--- src/rtl/jk_seq_pkg.sv ---
// Shared types and constants for the JK bank sequencer: command opcodes,
// FSM states, and the {J,K} drive encoding of the team's JK cell.
package jk_seq_pkg;

  typedef enum logic [1:0] {
    OP_CLEAR = 2'd0,
    OP_LOAD  = 2'd1,
    OP_INC   = 2'd2,
    OP_DEC   = 2'd3
  } op_e;

  typedef enum logic [1:0] {
    ST_IDLE = 2'd0,
    ST_EXEC = 2'd1,
    ST_DONE = 2'd2
  } state_e;

  // {J,K} drive codes; note this cell toggles on 00 and holds on 11
  localparam logic [1:0] JK_SET  = 2'b10;
  localparam logic [1:0] JK_CLR  = 2'b01;
  localparam logic [1:0] JK_HOLD = 2'b11;
  localparam logic [1:0] JK_TOG  = 2'b00;

endpackage

--- src/rtl/jk_cell.sv ---
// Single JK flip-flop using the team cell encoding (00 toggles, 11 holds),
// asynchronously reset to Q=0.
module jk_cell
  import jk_seq_pkg::*;
(
  input  logic clock,
  input  logic reset,
  input  logic j,
  input  logic k,
  output logic q
);

  // JK next-state per the cell encoding
  always_ff @(posedge clock or posedge reset) begin
    if (reset) begin
      q <= 1'b0;
    end else begin
      case ({j, k})
        JK_SET:  q <= 1'b1;
        JK_CLR:  q <= 1'b0;
        JK_HOLD: q <= q;
        default: q <= ~q;
      endcase
    end
  end

endmodule

--- src/rtl/jk_bank_sequencer.sv ---
// Command-driven sequencer owning a bank of WIDTH JK cells. Handles CLEAR,
// LOAD and multi-step INC/DEC over a valid/ready port.
// Optional macro JK_SEQ_SATURATE_EN: INC at all-ones / DEC at zero holds
// instead of wrapping (wrap still pulses for each suppressed step).
module jk_bank_sequencer
  import jk_seq_pkg::*;
#(
  parameter int WIDTH = 4,
  parameter int CNT_W = 8
) (
  input  logic             clock,
  input  logic             reset,
  input  logic             cmd_valid,
  output logic             cmd_ready,
  input  logic [1:0]       cmd_op,
  input  logic [WIDTH-1:0] cmd_data,
  input  logic [CNT_W-1:0] cmd_count,
  output logic [WIDTH-1:0] value,
  output logic             busy,
  output logic             done,
  output logic             wrap
);

  state_e                  state_q;
  op_e                     op_q;
  logic [WIDTH-1:0]        data_q;
  logic [CNT_W-1:0]        cnt_q;
  logic [WIDTH-1:0][1:0]   jk_drive;
  logic [WIDTH-1:0]        tog_inc;
  logic [WIDTH-1:0]        tog_dec;
  logic                    stepping;
  logic                    at_limit;
  logic                    sat_hold;

  // A real count step happens only for INC/DEC with steps remaining
  always_comb begin
    stepping = (state_q == ST_EXEC) && ((op_q == OP_INC) || (op_q == OP_DEC))
               && (cnt_q != '0);
    at_limit = (op_q == OP_INC) ? (&value) : ~(|value);
    wrap     = stepping & at_limit;
  end

`ifdef JK_SEQ_SATURATE_EN
  assign sat_hold = wrap;
`else
  assign sat_hold = 1'b0;
`endif

  // Per-bit J/K mask: ripple carry/borrow prefixes pick the toggling bits
  always_comb begin
    tog_inc    = '0;
    tog_dec    = '0;
    tog_inc[0] = 1'b1;
    tog_dec[0] = 1'b1;
    for (int i = 1; i < WIDTH; i++) begin
      tog_inc[i] = tog_inc[i-1] & value[i-1];
      tog_dec[i] = tog_dec[i-1] & ~value[i-1];
    end
    for (int i = 0; i < WIDTH; i++) begin
      jk_drive[i] = JK_HOLD;
      if (state_q == ST_EXEC) begin
        case (op_q)
          OP_CLEAR: jk_drive[i] = JK_CLR;
          OP_LOAD:  jk_drive[i] = data_q[i] ? JK_SET : JK_CLR;
          OP_INC:   if (stepping && !sat_hold && tog_inc[i]) jk_drive[i] = JK_TOG;
          default:  if (stepping && !sat_hold && tog_dec[i]) jk_drive[i] = JK_TOG;
        endcase
      end
    end
  end

  // Command FSM with step counter and registered handshake/status outputs
  always_ff @(posedge clock or posedge reset) begin
    if (reset) begin
      state_q   <= ST_IDLE;
      op_q      <= OP_CLEAR;
      data_q    <= '0;
      cnt_q     <= '0;
      cmd_ready <= 1'b1;
      busy      <= 1'b0;
      done      <= 1'b0;
    end else begin
      case (state_q)
        ST_IDLE: begin
          if (cmd_valid) begin
            op_q      <= op_e'(cmd_op);
            data_q    <= cmd_data;
            cnt_q     <= cmd_count;
            state_q   <= ST_EXEC;
            cmd_ready <= 1'b0;
            busy      <= 1'b1;
          end
        end
        ST_EXEC: begin
          if (stepping) cnt_q <= cnt_q - CNT_W'(1);
          if (!stepping || (cnt_q == CNT_W'(1))) begin
            state_q <= ST_DONE;
            done    <= 1'b1;
          end
        end
        ST_DONE: begin
          state_q   <= ST_IDLE;
          done      <= 1'b0;
          busy      <= 1'b0;
          cmd_ready <= 1'b1;
        end
        default: begin
          state_q   <= ST_IDLE;
          done      <= 1'b0;
          busy      <= 1'b0;
          cmd_ready <= 1'b1;
        end
      endcase
    end
  end

  // The JK register bank
  for (genvar g = 0; g < WIDTH; g++) begin : g_cell
    jk_cell u_cell (
      .clock (clock),
      .reset (reset),
      .j     (jk_drive[g][1]),
      .k     (jk_drive[g][0]),
      .q     (value[g])
    );
  end

endmodule

--- config.mk ---
export PLATFORM = sky130hd
export DESIGN_NAME = jk_bank_sequencer
export DESIGN_NICKNAME = d
export VERILOG_FILES = /design/src/rtl/jk_seq_pkg.sv /design/src/rtl/jk_cell.sv /design/src/rtl/jk_bank_sequencer.sv
export SDC_FILE = /design/constraint.sdc
export NUM_CORES = 1
export LEC_CHECK = 0
export BUFFER_PORTS_ARGS = -buffer_cell sky130_fd_sc_hd__buf_2
export CORE_MARGIN = 2
export CORE_UTILIZATION = 49
export CTS_BUF_LIST = sky130_fd_sc_hd__clkbuf_4 sky130_fd_sc_hd__clkbuf_8 sky130_fd_sc_hd__clkbuf_16
export DETAILED_ROUTE_END_ITERATION = 10
export GPL_TIMING_DRIVEN = 0
export HOLD_SLACK_MARGIN = 0.06
export PLACE_DENSITY = 0.71
export SYNTH_ARGS = -nofsm -noshare
export SYNTH_HDL_FRONTEND = slang
export SYNTH_HIERARCHICAL = 1
export SYNTH_SLANG_ARGS = --single-unit
--- constraint.sdc ---
create_clock -name clock -period 7.6 [get_ports clock]
set_clock_uncertainty 0.15 [all_clocks]
set_input_delay 1.14 -clock clock [delete_from_list [all_inputs] [get_ports clock]]
set_output_delay 1.14 -clock clock [all_outputs]
set_load 0.02 [all_outputs]
=== Word-level counts from Yosys, hierarchy flattened ===
Cells that the tools add are included.

* Bits in writable memories: 0
* Memories kept: 0
* Memory bits (read-only): 0
* Logic and storage cells: 102
* Register bits after elaboration: 23
* Latch bits: 0

* $mul: 0
* Divide/modulo/power cells: 0
* Shifts and indexed selects: 0
* Bitwise gates (word level): 12
* $lt $le $gt $ge: 0
* Multiplexer cells: 36
* Reduce and logical (&&, ||, !) cells: 22
* $add $sub $neg: 1
* Equal/unequal tests: 20

{| class="wikitable"
|+ Operators with widths
! cell !! number
|-
| 2-to-1 mux 2 bit || 17
|-
| == test 2 bit, second input constant || 10
|-
| case mux 2 bit (3 select lines) || 3
|-
| 2-to-1 mux 8 bit || 2
|-
| case mux 8 bit (2 select lines) || 1
|-
| == test 2 x 1 -> 1 bit, second input constant || 6
|-
| case mux 1 bit (3 select lines) || 4
|-
| == test 8 x 1 -> 1 bit, second input constant || 1
|-
| logical AND 1 bit || 8
|-
| case mux 2 bit (2 select lines) || 2
|-
| AND reduction 2 bit || 4
|-
| nonzero test 8 bit || 1
|-
| subtractor 8 x 1 -> 8 bit, second input constant || 1
|-
| NOT 1 bit || 7
|-
| case mux 1 bit (2 select lines) || 3
|-
| AND 1 bit || 5
|-
| zero test 2 bit || 2
|-
| 2-to-1 mux 1 bit || 4
|-
| inequality test 2 bit, second input constant || 2
|-
| AND reduction 4 bit || 1
|-
| OR reduction 4 bit || 1
|-
| AND reduction 3 bit || 1
|-
| logical OR 1 bit || 2
|-
| inequality test 2 x 1 -> 1 bit, second input constant || 1
|-
| other kinds (2) || 2
|}

=== Longest topological paths before layout ===
Gate-level depths: netlist of the first run.

* Depth in word-level cells: 10
* Depth in mapped cells: 10
* Mapped depth without buffers: 10

=== Cells and area by module ===
The synthesis of the first run kept the hierarchy.

{| class="wikitable"
|+ By module, submodules not included
! module !! area each (um^2) !! cells an instance !! instances
|-
| jk_bank_sequencer || 1234.9 || 139 || 1
|-
| jk_cell || 78.8 || 8 || 4
|}

=== Worst setup path after synthesis of the first run ===
No wires, ideal clock.

* Path type: reg-to-output
* Start point: register cnt_q[0]
* End point: output wrap
* Cell stages (with the launch flop): 7
* Path slack: 4638 ps
* Path buffers: 1
* Arrival: 1672 ps
* Data required time: 6310 ps
* Cell sequence: dfrtp_1 inv_1 ha_1 or4b_4 o211ai_4 buf_6 a21oi_1

* Longest elaborated chain between the ends: 3

{| class="wikitable"
|+ RTL lines
! what !! RTL line !! RTL
|-
| from (decl) || jk_bank_sequencer.sv:27 || <nowiki>logic [CNT_W-1:0] cnt_q;</nowiki>
|-
| from (signal assigned) || jk_bank_sequencer.sv:88 || <nowiki>cnt_q <= cmd_count;</nowiki>
|-
| from (signal assigned) || jk_bank_sequencer.sv:95 || <nowiki>if (stepping) cnt_q <= cnt_q - CNT_W'(1);</nowiki>
|-
| nonzero test 8 bit || jk_bank_sequencer.sv:38 || <nowiki>&& (cnt_q != '0);</nowiki>
|-
| logical AND 1 bit || jk_bank_sequencer.sv:38 ||
|-
| AND 1 bit || jk_bank_sequencer.sv:40 || <nowiki>wrap = stepping & at_limit;</nowiki>
|-
| to (decl) || jk_bank_sequencer.sv:21 || <nowiki>output logic wrap</nowiki>
|}

No other way between the ends.

=== Worst setup path after layout of the first run ===
Ends and elaborated chain as after synthesis.

==> summary.txt, run 1 <==
Critical path
  – Crit-path slowest cell: or4b_4
  – Data required time of the worst path: between 6 and 7 ns
  – Critical path, cell by cell: inv_1 -> ha_1 -> or4b_4 -> o211ai_4 -> buf_6 -> a21oi_1 -> buf_2
  – CP Launch Type: flip-flop
  – RR Startpoint: cnt_q[0]$_DFFE_PP0P_
  – CP Class: reg2out
  – Max stage delay on crit path: between 0.5 and 0.6 ns
  – Worst Path Arrival: 2.31 ns
  – Worst setup path startpoint: cnt_q[0]$_DFFE_PP0P_
  – Crit. End Element: output port
  – Critical path fanouts, max: 10

Logic synthesis
  – Count of different cell masters after synthesis: 37
  – Largest family of logic cells by synthesized area: compound AO/OA/AOI/OAI gates
  – Leading area contributor after synthesis: dfrtp_1
  – Synth Area in Simple Gates: between 15 and 20%
  – Compound-Gate Fraction of Synth Area: 24.5%
  – Synth top cells by count: dfrtp_1 (22), nor2_1 (20), inv_1 (15)
  – Synth Area in XOR/XNOR: less than 1%
  – Post-synthesis adder-cell area fraction: under 10%
  – Most common cell in the synthesized netlist: dfrtp_1
  – Ys flop type: dfrtp_1
  – Synthesized area: 0.00155 mm^2
  – Synth Area per Inst: 9.07 um^2
  – Number of synthesized register bits: 23
  – EDFF count, synth: 0
  – Top cell type's share of synthesized area: 35.5%
  – Gate count of the mapped netlist: 171
  – Synth area leaders: dfrtp_1 (36%), ha_1 (8.1%), mux2_2 (5.1%)
  – Post-synthesis mux area share: 5.73%
  – Warnings, synthesis: 6
  – Syn Nets: around 200
  – Asr flop ratio synth: 100%
  – Seq/Total Area, Yosys: 37.2%

GRT
  – Largest net degree at the start of global routing: 20
  – First-pass GRT wire length: 5490 um
  – Vias in the first global route: about 1200
  – Global route total overflow: 0
  – Initial antenna violation count: 0
  – Total GRT Usage: 20.4%

Timing
  – TNS Setup: 0 ns
  – Slew Limit Fails: 0
  – Slew margin rel.: approximately half
  – Final period util: between 40% and 50%
  – RSZ-0062 raised after global routing: no
  – Fmax: approximately 0.28 GHz
  – Final Hold Vio Count: 0
  – Final min period: 3.60 ns
  – Final-report setup violation count: 0
  – Worst-Margin Slew: a little over 0.7 ns

Floorplanning
  – Area of the die: about 0.0036 mm^2
  – Effective utilization at floorplan: about 51%
  – # rows: 20
  – I/O Pins: 25
  – DIE WIDTH: about 60 um
  – Core Footprint: ~0.0030 mm^2
  – Die Y: roughly 60 um

Clock tree
  – Clock-pin transition on the worst setup and hold timing paths: 0.13 ns
  – Clock Path Buffers: 2
  – H-tree Lvls: 1
  – CTS tree: yes
  – Clock sinks: 23
  – Hold bufs inserted after CTS: 0
  – Post-CTS Setup Inserts: 0
  – Num CTS Buffers: 3
  – Post-CTS Resized: 0
  – Clk_lat worst skew: around 0.31 ns
  – Clock Tree Root: clkbuf_4

Layout
  – Final instance area: roughly 0.0018 mm^2
  – Layout cells sized above 1: between 20% and 30%
  – Seq. cell area: about 580 um^2
  – NumNets Final: 227
  – Area of the multi-input gates: 882 um^2
  – Final core occ: between 50 and 60%
  – Diode count: 0
  – Layout area overhead: 13.2%
  – Fill count: 287

Placed design
  – Placed cell areas: ~0.0017 mm^2
  – DP HPWL: about 2600 um
  – Number of I/O port buffers: 24
  – Routability congestion estimate: 0.886

Route
  – Mean number of vias per cell: between 5 and 6
  – Drt first pass iters: 4
  – Drt drc: 0
  – Routed Antenna Nets: 0
  – DR iter-0 viols: 88
  – Vias: around 1400
  – Avg WL per Cell: around 14 um
  – Routed WL: between 3000 and 4000 um

Power
  – Lkg Pwr: roughly 0.8 nW
  – Pwr per Cell Area: 453 mW/mm^2
  – Worst VDD drop: between 0.2 and 0.25 mV

Hold path
  – Hold_sp: done$_DFFE_PP0P_
  – Hold/Removal Path Class: reg2reg

Outcome
  – Status: finished clean

Flow run
  – Max Cap Violations: 0
-- metal layers --
| metal | up-vias | part of all wire (%) | GRT usage [%] |
|---|---|---|---|
| li1 | 672 | - | - |
| met1 | 654 | 47 | 29.0 |
| met2 | 41 | 46 | 31.8 |
| met3 | 4 | 6.1 | 3.46 |
| met4 | 0 | 1.0 | 5.71 |
| met5 | - | 0 | 0 |
-- cells in the final DEF, fill, tap and decap left out, drive strengths merged --
cell type | Yosys | final
nor3 | 5 | 5
a31oi | 4 | 4
o22a | 2 | 2
a21oi | 13 | 13
dfrtp | 22 | 22
o21a | 2 | 2
a21o | 1 | 1
nor4 | 1 | 1
mux2 | 7 | 7
ha | 10 | 10
o2bb2a | 3 | 3
or4b | 1 | 1
buf | 2 | 26
nand2b | 1 | 1
nand2 | 10 | 10
nand3 | 6 | 6
dfstp | 1 | 1
clkbuf | 5 | 9
o21ai | 11 | 11
o311ai | 1 | 1
nor2 | 20 | 20
o211ai | 5 | 5
a221o | 4 | 4
o22ai | 3 | 3
mux2i | 1 | 1
and3 | 3 | 3
or3 | 1 | 1
inv | 15 | 15
and2 | 1 | 1
a41oi | 1 | 1
xnor2 | 1 | 1
nor3b | 4 | 4
nor2b | 3 | 3
a22oi | 1 | 1
-- cell type report --
| class | count | area share (%) |
|---|---|---|
| timing repair buffer | 24 | 6.84 |
| inverter | 15 | 3.21 |
| buffer | 7 | 2.00 |
| tap | 44 | 3.14 |
| sequential | 23 | 32.9 |
| multi-input combinational | 126 | 50.2 |
| clock buffer | 4 | 1.71 |
-- stage by stage --
| step | hold slack, ns | worst slack, ns | power (mW) | std cells |
|---|---|---|---|---|
| 2_1_floorplan | 0.329 | 4.64 | 0.620 | 171 |
| 3_3_place_gp | 0.310 | 4.39 | 0.706 | 239 |
| 3_5_place_dp | 0.332 | 4.36 | 0.733 | 239 |
| 4_1_cts | 0.366 | 3.99 | 0.796 | 243 |
| 5_1_grt | 0.390 | 3.88 | 0.869 | 243 |
| 6_report | 0.360 | 4.00 | 0.795 | 243 |
-- cell families (layout without fill, tap and decap cells) --
family / after synthesis / after routing
AO/OA/AOI/OAI: 51 / 51
XOR/XNOR: 1 / 1
adder cells (fa/ha/maj): 10 / 10
buffers and inverters: 22 / 50
flip-flops: 23 / 23
multiplexers: 8 / 8
AND/OR/NAND/NOR: 56 / 56
-- flip-flops by register name, indices dropped and copies added (netlist names) --
| signal | cells |
|---|---|
| cmd_ready | 1 |
| state_q | 2 |
| data_q | 4 |
| g_cell.u_cell/q | 4 |
| done | 1 |
| busy | 1 |
| cnt_q | 8 |
| op_q | 2 |
-- path summary, 6_finish.rpt --
check	to	slack (ns)	depth (start not counted)
hold reg to reg	done$_DFFE_PP0P_	0.36	1
setup / recovery	wrap	4.00	7
max in group asynchronous	data_q[2]$_DFFE_PP0P_	6.03	2
setup reg to reg	g_cell[2].u_cell/q$_DFFE_PP0P_	4.48	9
hold / removal	done$_DFFE_PP0P_	0.36	1
min in group asynchronous	g_cell[0].u_cell/q$_DFFE_PP0P_	0.53	2
-- critical path: cells and delay by family (launching register included) --
| kind | cells | cell delay (ns) |
|---|---|---|
| compound gates | 2 | 0.29 |
| fa+ha+maj | 1 | 0.29 |
| buf+inv | 3 | 0.45 |
| flops | 1 | 0.45 |
| simple gates | 1 | 0.54 |
-- power breakdown --
group | internal [mW] | switching [mW]
sequential | 0.187 | 0.0707
combinational | 0.213 | 0.262
clock | 0.0241 | 0.0378
(Power assumes the default switching activity.)
==> inputs of run 2 (changes only) <==
Clock period 7.6 ns to 3.6 ns, I/O delays scaled along.
==> summary.txt, run 2 (synthesis results as in run 1) <==
GRT
  – Initial antenna violation count: 0
  – Vias in the first global route: between 1000 and 1500
  – Global route total overflow: 0
  – Total GRT Usage: 20.4%
  – First-pass GRT wire length: ~5500 um
  – Largest net degree at the start of global routing: 20

Critical path
  – CP Class: reg2reg
  – Reg-to-Reg End: g_cell[2].u_cell/q$_DFFE_PP0P_
  – CP Launch Type: flip-flop
  – Reg-to-reg slack, setup: approximately 0.47 ns
  – FF-to-FF path depth: 9
  – RR Startpoint: cnt_q[0]$_DFFE_PP0P_
  – Data required time of the worst path: 3.66 ns
  – Critical path fanouts, max: 7
  – Worst setup path startpoint: cnt_q[0]$_DFFE_PP0P_
  – Worst Path Arrival: about 3.2 ns
  – Crit. End Element: flip-flop
  – Worst setup path end: g_cell[2].u_cell/q$_DFFE_PP0P_

Clock tree
  – Clock-pin transition on the worst setup and hold timing paths: between 0.1 and 0.15 ns
  – Clock sinks: 23
  – Clock Tree Root: clkbuf_4
  – Num CTS Buffers: 3
  – CTS tree: yes
  – Post-CTS Setup Inserts: 0
  – Clk_lat worst skew: slightly above 0.3 ns
  – Post-CTS Resized: 0
  – H-tree Lvls: 1
  – Clock Path Buffers: 2

Layout
  – NumNets Final: about 230
  – Layout area overhead: 13.9%
  – Largest regs: cnt_q x8, data_q x4, g_cell.u_cell/q x4
  – Commonest non-fill, non-tap cell in the layout: buf_2
  – Top reg by flops: cnt_q
  – Most frequent cells in the layout: buf_2 (25), dfrtp_1 (22), nor2_1 (20)
  – Diode count: 0
  – Post-Layout Cell Count: approximately 240
  – Final core occ: 58.3%
  – Final instance area: 0.00177 mm^2
  – Number of flip-flops in the largest register: 8
  – Layout cells sized above 1: between 20% and 30%

Power
  – Worst VDD drop: roughly 0.44 mV
  – Switch Pwr: a little under 0.8 mW
  – Clk network pwr share: under 10%
  – Part of the power in registers: 32.4%
  – Lkg Pwr: roughly 0.81 nW
  – Int Pwr: approximately 0.9 mW
  – Combinational power share: approximately 60%
  – Pwr per Cell Area: 952 mW/mm^2
  – Net Sw Frac: a little under half

Timing
  – Final period util: between 80 and 90%
  – RSZ-0062 raised after global routing: no
  – Worst-Margin Slew: just over 0.7 ns
  – Slew margin rel.: between 50 and 60%
  – Slew Limit Fails: 0
  – Fmax: around 0.32 GHz
  – TNS Setup: 0 ns
  – Final min period: about 3.1 ns
  – Final Hold Vio Count: 0
  – Final-report setup violation count: 0

Placed design
  – Dpl cells: 239
  – Placed cell areas: between 0.0015 and 0.002 mm^2
  – Number of I/O port buffers: 24
  – DP HPWL: about 2600 um
  – Routability congestion estimate: approximately 0.9

Route
  – Drt first pass iters: 4
  – Routed Antenna Nets: 0
  – Vias: 1378
  – Mean number of vias per cell: approximately 5.6
  – Routed WL: between 3000 and 4000 um
  – Avg WL per Cell: between 10 and 15 um
  – DR iter-0 viols: 77
  – Drt drc: 0

Floorplanning
  – DIE WIDTH: between 60 and 70 um
  – Area of the die: about 0.0036 mm^2
  – I/O Pins: 25
  – Effective utilization at floorplan: between 50% and 60%
  – Core Footprint: roughly 0.003 mm^2
  – # rows: 20
  – Die Y: roughly 60 um

Flow run
  – Max Cap Violations: 0

Outcome
  – Status: finished clean

Hold path
  – Hold/Removal Path Class: in2reg
run 2: worst min-delay path by stage:
stage,start,end,slack [ns],cells after the start
detailed placement,reset,g_cell[0].u_cell/q$_DFFE_PP0P_,0.28,2
floorplan,reset,g_cell[0].u_cell/q$_DFFE_PP0P_,0.12,1
finish,cmd_op[0],op_q[0]$_DFFE_PP0P_,0.30,2
global route,cmd_data[1],data_q[1]$_DFFE_PP0P_,0.28,2
CTS,cmd_op[0],op_q[0]$_DFFE_PP0P_,0.29,2
global placement,reset,g_cell[0].u_cell/q$_DFFE_PP0P_,0.27,2
run 2: what timing repair did:
action | 4_1_cts | 5_1_grt
endpoints found under the hold margin | 4 | 0
hold buffers | 1 | 0
endpoints found under the setup margin | 0 | 0
run 2: per-stage QoR:
stage	hold WS (ns)	total power [mW]	worst slack, ns
final	0.303	1.68	0.472
after global routing	0.278	1.84	0.307
after CTS	0.295	1.68	0.487
after detailed placement	0.275	1.55	0.511
after global placement	0.270	1.49	0.532
after floorplan	0.119	1.31	0.743
run 2: critical path, stage by stage (launching register included):
cell	delay, ns
dfrtp_1	0.44
inv_1	0.10
ha_1	0.29
or4b_4	0.54
o211ai_4	0.24
nor2_1	0.09
o311ai_0	0.45
ha_1	0.33
nor3b_1	0.14
a221o_1	0.25
run 2: metal layers:
| layer | vias to the layer above | global-route usage [%] | share of wire [%] |
|---|---|---|---|
| li1 | 674 | - | - |
| met1 | 654 | 29.0 | 46 |
| met2 | 46 | 31.8 | 46 |
| met3 | 4 | 3.46 | 6.5 |
| met4 | 0 | 5.71 | 1.0 |
| met5 | - | 0 | 0 |
run 2: area by class of cell:
cell class | count | area (um^2)
timing repair buffer | 25 | 130
tap | 44 | 55.1
buffer | 7 | 35.0
multi-input combinational | 126 | 882
sequential | 23 | 577
inverter | 15 | 56.3
clock buffer | 4 | 30.0
fill | 286 | 1260
run 2: power groups by stage:
stage | Sequential, mW | Clock [mW] | Combinational [mW]
floorplan | 0.556 | 0 | 0.754
global placement | 0.536 | 0 | 0.954
detailed placement | 0.548 | 0 | 0.999
CTS | 0.543 | 0.135 | 1.00
global route | 0.566 | 0.144 | 1.13
finish | 0.545 | 0.130 | 1.01
==> inputs of run 3 (changes only) <==
Settings changed: CELL_PAD_IN_SITES_DETAIL_PLACEMENT set to 1, CELL_PAD_IN_SITES_GLOBAL_PLACEMENT set to 2, CORE_UTILIZATION 49 to 34, PLACE_DENSITY 0.71 to unset, PLACE_DENSITY_LB_ADDON set to 0.1.
==> summary.txt, run 3 (synthesis results as in run 1) <==
Route
  – DR iter-0 viols: 61
  – Routed Antenna Nets: 0
  – Drt first pass iters: 4
  – Avg WL per Cell: roughly 16 um
  – Routed WL: a little over 4000 um
  – Vias: roughly 1400
  – Mean number of vias per cell: ~5.5
  – Drt drc: 0

Layout
  – Final core occ: 40.9%
  – NumNets Final: between 200 and 250
  – Number of flip-flops in the largest register: 8
  – Layout area overhead: 15.7%
  – Largest regs: cnt_q x8, data_q x4, g_cell.u_cell/q x4
  – Commonest non-fill, non-tap cell in the layout: buf_2
  – Layout cells sized above 1: between 20% and 30%
  – Most frequent cells in the layout: buf_2 (25), dfrtp_1 (22), nor2_1 (20)
  – Diode count: 0
  – Top reg by flops: cnt_q

Critical path
  – CP Class: reg2reg
  – Max stage delay on crit path: around 0.54 ns
  – Crit. End Element: flip-flop
  – Critical path fanouts, max: 7
  – CP Launch Type: flip-flop
  – Most frequent CP cell: ha_1
  – Kind of cell adding the most delay to the critical path: compound AO/OA/AOI/OAI gates
  – Critical path, cell by cell: inv_1 -> ha_1 -> or4b_4 -> o211ai_4 -> nor2_1 -> o311ai_0 -> ha_1 -> nor3b_1 -> a221o_1
  – Crit-path slowest cell: or4b_4
  – Data required time of the worst path: approximately 3.6 ns
  – CP bufs+invs: 1
  – Worst Path Arrival: 3.17 ns

Clock tree
  – Clock Path Buffers: 2
  – Clock-pin transition on the worst setup and hold timing paths: roughly 0.090 ns
  – Clock Tree Root: clkbuf_8
  – CTS tree: yes
  – Clock sinks: 23
  – Num CTS Buffers: 3
  – Clk_lat worst skew: 0.27 ns
  – Post-CTS Resized: 0
  – H-tree Lvls: 1

Floorplanning
  – Die Y: 71.5 um
  – DIE WIDTH: between 70 and 80 um
  – Effective utilization at floorplan: a little over a third
  – Area of the die: between 0.005 and 0.006 mm^2
  – # rows: 24
  – Core Footprint: 0.00438 mm^2
  – I/O Pins: 25

Timing
  – Fmax: roughly 0.32 GHz
  – RSZ-0062 raised after global routing: no
  – Worst-Margin Slew: 0.788 ns
  – TNS Setup: 0 ns
  – Final-report setup violation count: 0
  – Final min period: between 3 and 4 ns
  – Slew Limit Fails: 0
  – Slew margin rel.: approximately 47%
  – Final setup margin: 0.440 ns
  – Final period util: between 80 and 90%
  – Final Hold Vio Count: 0

Power
  – Pwr per Cell Area: roughly 980 mW/mm^2
  – Lkg Pwr: 0.819 nW
  – Worst VDD drop: 0.311 mV

GRT
  – Global route total overflow: 0
  – Largest net degree at the start of global routing: 20
  – Total GRT Usage: 17.8%
  – First-pass GRT wire length: 7110 um
  – Initial antenna violation count: 0
  – Vias in the first global route: ~1500

Placed design
  – Routability congestion estimate: 0.762
  – DP HPWL: ~3200 um
  – Pre-CTS setup slack: 0.462 ns
  – Number of I/O port buffers: 24

Hold path
  – Hold/Removal Path Class: reg2reg

Outcome
  – Status: finished clean

Flow run
  – Max Cap Violations: 0
==> run 3: cell counts in the layout (fill, tap and decap cells not counted) <==
No cell type changed its count.
==> run 3: area by class of cell <==
class / instances / area [um^2]
Timing Repair Buffer: 25 / 130
Buffer: 7 / 35.0
Sequential cell: 23 / 577
Clock buffer: 4 / 48.8
Fill cell: 537 / 2590
Inverter: 15 / 56.3
Tap cell: 52 / 65.1
Multi-Input combinational cell: 126 / 882
==> run 3: final timing paths <==
path	from	end	slack, ns	cells past startpoint
setup / recovery	cnt_q[0]$_DFFE_PP0P_	g_cell[2].u_cell/q$_DFFE_PP0P_	0.44	9
hold / removal	done$_DFFE_PP0P_	done$_DFFE_PP0P_	0.33	1
setup reg to reg	cnt_q[0]$_DFFE_PP0P_	g_cell[2].u_cell/q$_DFFE_PP0P_	0.44	9
hold reg to reg	done$_DFFE_PP0P_	done$_DFFE_PP0P_	0.33	1
max in group asynchronous	reset	data_q[2]$_DFFE_PP0P_	1.96	3
min in group asynchronous	reset	g_cell[2].u_cell/q$_DFFE_PP0P_	0.53	3
==> run 3: what timing repair did <==
action,4_1_cts,5_1_grt
hold endpoints to repair,4,0
setup endpoints to repair,0,0
hold buffers,1,0
buffers inserted,0,0
==> run 3: per-layer routing <==
| metal | vias up | track usage [%] | wire length (um) |
|---|---|---|---|
| met2 | 24 | 29.8 | 1970 |
| met1 | 679 | 24.2 | 2040 |
| li1 | 670 | - | - |
| met4 | 0 | 4.40 | 25 |
| met5 | - | 0 | 0 |
| met3 | 2 | 2.39 | 105 |
==> run 3: power breakdown <==
group          internal, mW  total, mW  switching [mW]
combinational         0.451       1.03           0.579
clock                0.0867      0.175          0.0884
sequential            0.395      0.550           0.155
==> run 3: through the flow <==
step	hold WS (ns)	instance area [um^2]	std cells	total power, mW
3_3_place_gp	0.276	1740	247	1.53
3_5_place_dp	0.280	1740	247	1.59
2_1_floorplan	0.119	1550	171	1.31
4_1_cts	0.338	1790	252	1.78
5_1_grt	0.346	1790	252	1.94
6_report	0.330	1790	252	1.76
